## src/rtl/mem_access_stage.sv

```systemverilog
// MEM pipeline stage: issues loads/stores over a req/ack data port, holds the
// upstream stages while an access is in flight, and hands a valid-qualified
// write-back bundle to MEM/WB. Non-memory instructions pass straight through.
module mem_access_stage #(
    parameter int DSIZE   = 32,
    parameter int ASIZE   = 5,
    parameter int ISIZE   = 32,
    parameter int TIMEOUT = 16
) (
    input  logic             clk,
    input  logic             rst,
    input  logic             valid_in,
    input  logic             MemRead_in,
    input  logic             MemWrite_in,
    input  logic [DSIZE-1:0] alu_result_in,
    input  logic [DSIZE-1:0] store_data_in,
    input  logic [ASIZE-1:0] w_addr_in,
    input  logic             wen_in,
    input  logic             MemtoReg_in,
    input  logic [ISIZE-1:0] PC_in,
    output logic             mem_req,
    output logic             mem_we,
    output logic [DSIZE-1:0] mem_addr,
    output logic [DSIZE-1:0] mem_wdata,
    input  logic             mem_ack,
    input  logic [DSIZE-1:0] mem_rdata,
    output logic             stall_out,
    output logic             valid_out,
    output logic [DSIZE-1:0] w_data_out,
    output logic [ASIZE-1:0] w_addr_out,
    output logic             wen_out,
    output logic             MemtoReg_out,
    output logic [DSIZE-1:0] readMem_out,
    output logic [ISIZE-1:0] PC_out,
    output logic             misalign_err,
    output logic             bus_err
);

    localparam int CW = (TIMEOUT > 2) ? $clog2(TIMEOUT) : 1;

    typedef enum logic [1:0] {
        IDLE = 2'd0,
        BUSY = 2'd1,
        DONE = 2'd2
    } state_t;

    state_t           state_q, state_d;
    logic [CW-1:0]    cnt_q, cnt_d;
    logic             we_q, we_d;
    logic [DSIZE-1:0] addr_q, addr_d;
    logic [DSIZE-1:0] wdata_q, wdata_d;
    logic [DSIZE-1:0] rdata_q, rdata_d;
    logic             err_q, err_d;
    logic             mis_q, mis_d;
    logic             bus_q, bus_d;

    logic mem_op;
    logic misaligned;

    assign mem_op     = MemRead_in | MemWrite_in;
    assign misaligned = (alu_result_in[1:0] != 2'b00);

    // State and access registers; reset abandons any in-flight access at once.
    always_ff @(posedge clk or negedge rst) begin
        if (!rst) begin
            state_q <= IDLE;
            cnt_q   <= '0;
            we_q    <= 1'b0;
            addr_q  <= '0;
            wdata_q <= '0;
            rdata_q <= '0;
            err_q   <= 1'b0;
            mis_q   <= 1'b0;
            bus_q   <= 1'b0;
        end else begin
            state_q <= state_d;
            cnt_q   <= cnt_d;
            we_q    <= we_d;
            addr_q  <= addr_d;
            wdata_q <= wdata_d;
            rdata_q <= rdata_d;
            err_q   <= err_d;
            mis_q   <= mis_d;
            bus_q   <= bus_d;
        end
    end

    // Next-state: launch aligned accesses, wait for ack or time out, one DONE cycle.
    always_comb begin
        state_d = state_q;
        cnt_d   = cnt_q;
        we_d    = we_q;
        addr_d  = addr_q;
        wdata_d = wdata_q;
        rdata_d = rdata_q;
        err_d   = err_q;
        mis_d   = 1'b0;
        bus_d   = 1'b0;
        unique case (state_q)
            IDLE: begin
                if (valid_in && mem_op) begin
                    if (misaligned) begin
                        mis_d = 1'b1;
                    end else begin
                        // A read/write conflict resolves to a read.
                        we_d    = MemWrite_in & ~MemRead_in;
                        addr_d  = alu_result_in;
                        wdata_d = store_data_in;
                        rdata_d = '0;
                        err_d   = 1'b0;
                        cnt_d   = '0;
                        state_d = BUSY;
                    end
                end
            end
            BUSY: begin
                cnt_d = cnt_q + CW'(1);
                if (mem_ack) begin
                    rdata_d = we_q ? '0 : mem_rdata;
                    state_d = DONE;
                end else if (cnt_q == CW'(TIMEOUT - 1)) begin
                    err_d   = 1'b1;
                    bus_d   = 1'b1;
                    state_d = DONE;
                end
            end
            DONE: begin
                state_d = IDLE;
            end
            default: begin
                state_d = IDLE;
            end
        endcase
    end

    // Handshake and write-back outputs; everything is quiet while reset is held.
    always_comb begin
        stall_out   = 1'b0;
        valid_out   = 1'b0;
        wen_out     = 1'b0;
        readMem_out = '0;
        unique case (state_q)
            IDLE: begin
                stall_out = valid_in & mem_op & ~misaligned;
                valid_out = valid_in & ~(mem_op & ~misaligned);
                wen_out   = valid_in & wen_in & ~mem_op;
            end
            BUSY: begin
                stall_out = 1'b1;
            end
            DONE: begin
                valid_out   = 1'b1;
                wen_out     = wen_in & ~err_q;
                readMem_out = rdata_q;
            end
            default: begin
                stall_out = 1'b0;
            end
        endcase
        if (!rst) begin
            stall_out = 1'b0;
            valid_out = 1'b0;
            wen_out   = 1'b0;
        end
    end

    assign mem_req      = (state_q == BUSY);
    assign mem_we       = we_q;
    assign mem_addr     = addr_q;
    assign mem_wdata    = wdata_q;
    assign misalign_err = mis_q;
    assign bus_err      = bus_q;

    assign w_data_out   = alu_result_in;
    assign w_addr_out   = w_addr_in;
    assign MemtoReg_out = MemtoReg_in;
    assign PC_out       = PC_in;

endmodule

```

## config.mk

```make
export PLATFORM = sky130hd
export DESIGN_NAME = mem_access_stage
export DESIGN_NICKNAME = d
export VERILOG_FILES = /design/src/rtl/mem_access_stage.sv
export SDC_FILE = /design/constraint.sdc
export NUM_CORES = 1
export LEC_CHECK = 0
export CAP_MARGIN = 15
export CORE_ASPECT_RATIO = 0.75
export CORE_MARGIN = 8
export CORE_UTILIZATION = 35
export DETAILED_ROUTE_END_ITERATION = 12
export PLACE_DENSITY_LB_ADDON = 0.05
export SETUP_SLACK_MARGIN = 0.02
export SYNTH_ARGS = -nofsm -noshare
export SYNTH_HDL_FRONTEND = slang
export SYNTH_SLANG_ARGS = --single-unit
```

## constraint.sdc

```tcl
create_clock -name clk -period 5.6 [get_ports clk]
set_clock_uncertainty 0.1 [all_clocks]
set_input_delay 1.12 -clock clk [delete_from_list [all_inputs] [get_ports clk]]
set_output_delay 1.12 -clock clk [all_outputs]
set_load 0.02 [all_outputs]
```

## Yosys cells after proc, flatten, opt, wreduce, memory -nomap -nowiden

Cells that the tools add are included.

| operators by class | value |
|---|---|
| multiplexer cells | 31 |
| add/subtract/negate cells | 1 |
| bitwise logic cells | 14 |
| reduce and logical (&&, ||, !) cells | 9 |
| eq/ne operators | 9 |

Operators with widths:

| cell | count |
|---|---|
| two-way mux 32 bit | 5 |
| case mux 32 bit (2 select lines) | 1 |
| two-way mux 1 bit | 13 |
| AND reduction 3 bit | 3 |
| bitwise AND 1 bit | 8 |
| two-way mux 2 bit | 4 |
| two-way mux 4 bit | 2 |
| case mux 1 bit (2 select lines) | 4 |
| case mux 4 bit (2 select lines) | 1 |
| inequality test 2 bit (second input constant) | 3 |
| NOT 1 bit | 5 |
| AND reduction 5 bit | 1 |
| adder 4 x 1 -> 4 bit (second input constant) | 1 |
| equality test 4 bit (second input constant) | 1 |
| inequality test 2 x 1 -> 1 bit (second input constant) | 2 |
| case mux 2 bit (2 select lines) | 1 |
| AND reduction 4 bit | 1 |
| nonzero test 2 bit | 2 |
| inequality test 3 x 1 -> 1 bit (second input constant) | 1 |
| equality test 2 x 1 -> 1 bit (second input constant) | 1 |
| equality test 2 bit (second input constant) | 1 |
| zero test 2 bit | 1 |
| logical AND 1 bit | 1 |
| bitwise OR 1 bit | 1 |

| storage, ports and cells | value |
|---|---|
| flip-flop bits (word level) | 106 |
| word-level logic and storage cells | 73 |
| output and inout bits | 173 |
| input port bits | 141 |

## Logic depth before layout (Yosys ltp)

| depth | value |
|---|---|
| depth after elaboration | 7 |
| depth in mapped cells | 7 |
| depth with buffers taken out | 4 |

## Worst setup path before layout

Ideal clock, no wire load.

| timing | value |
|---|---|
| path kind | input port to output port |
| from | in valid_in |
| to | out stall_out |
| required time | 4.380 ns |
| stages | 6 |
| path buffers | 3 |
| path slack | 1.746 ns |
| arrival time | 2.634 ns |
| cell sequence | or3b_4 or3_1 buf_2 buf_6 buf_6 a21oi_1 |

| between the ends | value |
|---|---|
| cells in the longest elaborated chain, start to end | 4 |

RTL lines:

| item | line | source |
|---|---|---|
| from (decl) | 12 | `input logic valid_in,` |
| bitwise AND 1 bit (2 in a row) | 144 | `stall_out = valid_in & mem_op & ~misaligned;` |
| case mux 1 bit (2 select lines) | 142 | `unique case (state_q)` |
| two-way mux 1 bit | 160 | `if (!rst) begin` |
| to (decl) | 27 | `output logic stall_out,` |

No other way between the ends.

## Final worst setup path

Ends and elaborated chain as after synthesis.

==> flow_summary.json <==
{
  "run_status": "finished clean",
  "switching_power_uw": 778.7,
  "worstReg2RegEnd": "mem_addr[5]$_DFFE_PN0P_",
  "drc": 0,
  "met2_usage_pct": 25.83,
  "use_met1_pct": 17.08,
  "p_per_area_nw_per_um2": 345.3,
  "synth_seq_cells": 106,
  "nets": 734,
  "crit_chain": "clkdlybuf4s50_1 -> or3b_4 -> or3_2 -> a21oi_1 -> clkdlybuf4s50_1",
  "crit_buf_inv": 2,
  "viasPerCell": 4.579,
  "timing.rr.start": "state_q[0]$_DFFE_PN0P_",
  "worst-r2r-cell-count": 5,
  "hold_viol": 0,
  "cts_resized": 0,
  "grt_pass1_wl_um": 22360,
  "fp-row-count": 38,
  "crit_fanout": 4,
  "cts_root_buf": "clkbuf_16",
  "n_fill_cell": 1260,
  "numCtsBuffers": 9,
  "worst_skew_pair.late_latency_ns": 0.34,
  "p_comb_share_pct": 33.5,
  "synth_area_per_cell_um2": 11.59,
  "slew_headroom_pct": 27.87,
  "critPathTopFamily": "buffers and inverters",
  "ant_nets": 0,
  "timing.critical_path.mode_cell": "clkdlybuf4s50_1",
  "drv_cap": 0,
  "place.detailed.hpwl_um": 10450,
  "sequentialPowerShare_pct": 40.3,
  "syn2layout_area_growth_pct": 45.93,
  "h-tree-depth": 3,
  "drive_gt1_share_pct": 15.08,
  "regArea_um2": 2653,
  "grt_max_degree": 69,
  "dieArea_um2": 18430,
  "via_count": 3558,
  "ys_warn_count": 0,
  "synth_nets": 574,
  "dp_slack_ns": 1.081,
  "clock_path_buffers": 2,
  "yosysUniqueCellTypes": 33,
  "cp.arrival_ns": 3.29,
  "crit_path_end_kind": "output pin",
  "start_util_pct": 35.22,
  "cpPeakStageDelay_ns": 0.62,
  "finalCritPeriodShare_pct": 80.61,
  "diodes": 0,
  "min_period_ns": 4.514,
  "synth_flop_cell": "dfrtp_1",
  "crit_path_top_delay_cell": "clkdlybuf4s50_1",
  "worst_pin_slew_ns": 1.082,
  "grt_pass1_vias": 3980,
  "drt_iter0_drc": 117,
  "yosysSeqAreaShare_pct": 52.97,
  "ctsHoldBuffers": 0,
  "cts_tree": "done",
  "busiest_layer": "met2",
  "core_region_area_um2": 14220,
  "worstPathRequired_ns": 4.38,
  "wirelength_um": 14200,
  "maxSlewViolCount": 0,
  "crit_path_start_kind": "input pin",
  "use_met3_pct": 5.855,
  "ir_drop_mv": 0.1706,
  "ff2ff_setup_slack_ns": 2.96,
  "grt.total_usage_pct": 15.21,
  "tns_ns": 0,
  "drt_pass1_iterations": 4,
  "place_congestion": 0.7611,
  "intPower_uw": 1745,
  "grt_overflow": 0,
  "netlist_area_um2": 5007,
  "setup_slack_ns": 1.086,
  "rsz0062_at_grt": "false",
  "p_leak_uw": 0.003194,
  "crit_type": "input pin to output pin",
  "pwr-share-clk_pct": 26.1,
  "wl_per_cell_um": 18.28,
  "synthArstFlopShare_pct": 100.0,
  "clkTransAtPathRegs_ns": 0.07,
  "chipWidth_um": 154.1,
  "die_h_um": 119.6,
  "p_sw_share_pct": 30.86,
  "holdPathStages": 1,
  "min_to": "mem_addr[0]$_DFFE_PN0P_",
  "multi_input_area_um2": 1578,
  "holdCritStartpoint": "mem_addr[0]$_DFFE_PN0P_",
  "clock_sinks": 106,
  "post_cts_buffers": 0,
  "synth_edf_count": 0,
  "syn_inst": 432,
  "fmax_mhz": 221.5,
  "ios": 314,
  "setup_violations": 0,
  "worstHoldPathType": "flop to flop",
  "port_buffers": 237,
  "antenna_found_initial": 0
}
==> power by group through the flow <==
| stage | registers, µW | logic (µW) | clock network (µW) |
|---|---|---|---|
| 2_1_floorplan | 1180 | 301 | 0 |
| 6_report | 1020 | 846 | 659 |
| 4_1_cts | 1020 | 863 | 679 |
| 3_3_place_gp | 1020 | 853 | 0 |
| 5_1_grt | 1040 | 903 | 710 |
| 3_5_place_dp | 1030 | 859 | 0 |
==> sequential cells by signal (all words and copies together), names as in the netlist <==
signal	count
rdata_q	32
state_q	2
misalign_err	1
err_q	1
mem_wdata	32
mem_addr	32
bus_err	1
mem_we	1
cnt_q	4
==> worst max-delay path by stage <==
stage | startpoint | cells past startpoint | endpoint | slack [ns]
6_report | valid_in | 5 | stall_out | 1.09
5_1_grt | valid_in | 5 | stall_out | 1.06
4_1_cts | valid_in | 5 | stall_out | 1.08
3_5_place_dp | valid_in | 5 | stall_out | 1.08
3_3_place_gp | valid_in | 5 | stall_out | 1.09
2_1_floorplan | valid_in | 6 | stall_out | 1.75
==> cell type report <==
class / count / area share (%)
clock buffer: 10 / 3.271
clock inverter: 6 / 0.9589
inverter: 38 / 1.952
multi-input combinational: 196 / 21.59
sequential: 106 / 36.30
tap: 180 / 3.082
timing repair buffer: 241 / 32.84
==> synth_stat cells, types with 3 or more instances <==
master / instances / area share [%]
and2_1: 3 / 0.37
buf_2: 9 / 0.90
buf_4: 70 / 10
buf_6: 3 / 0.67
clkbuf_1: 10 / 0.75
dfrtp_1: 106 / 53
inv_1: 37 / 2.8
mux2_2: 59 / 13
mux2_4: 4 / 1.2
mux2i_1: 33 / 6.6
nand2_1: 35 / 2.6
nor2b_1: 3 / 0.37
nor3_1: 32 / 3.2
o21ai_0: 3 / 0.30
==> worst register-to-register path, delay by kind of cell, from the launching register on <==
family                 cells  cell delay (ns)
muxes                      1             0.46
DFF                        1             0.36
buffers and inverters      2             0.65
and+or+nand+nor            2             0.97
==> per-layer routing <==
| layer | share of wire (%) | up-vias | wire, µm |
|---|---|---|---|
| met1 | 40 | 1719 | 5722 |
| met4 | 2.4 | 0 | 340 |
| met5 | 0 | - | 0 |
| li1 | - | 1670 | - |
| met2 | 49 | 123 | 6913 |
| met3 | 8.6 | 46 | 1225 |
==> stage by stage <==
step                      hold WS (ns)  cell area [µm²]  std cells  power (µW)  util [%]
after floorplan                 0.3404             5007        432        1486         -
after global routing            0.4067             7307        777        2655     51.40
after global placement          0.3675             6998        761        1877     49.23
after CTS                       0.3903             7307        777        2562     51.40
final                           0.3870             7307        777        2523     51.40
after detailed placement        0.3634             6998        761        1892     49.23
==> cells in the final DEF (no fill, tap or decap), types with 3 or more instances in the layout <==
cell type / n
and2_1: 3
buf_4: 5
clkbuf_16: 9
clkdlybuf4s50_1: 236
dfrtp_1: 106
inv_1: 37
inv_6: 3
mux2_2: 59
mux2_4: 4
mux2i_1: 33
nand2_1: 35
nor2b_1: 3
nor3_1: 32
o21ai_0: 3
==> cell families after synthesis <==
kind of cell	Yosys count	share of synthesized area (%)
adder cells (fa/ha/maj)	1	0.2498
buffers and inverters	130	15.67
AO/OA/AOI/OAI	14	1.924
flip-flops	106	52.97
AND/OR/NAND/NOR	85	8.121
multiplexers	96	21.06
Note: power is estimated with default switching activity, not from simulation.
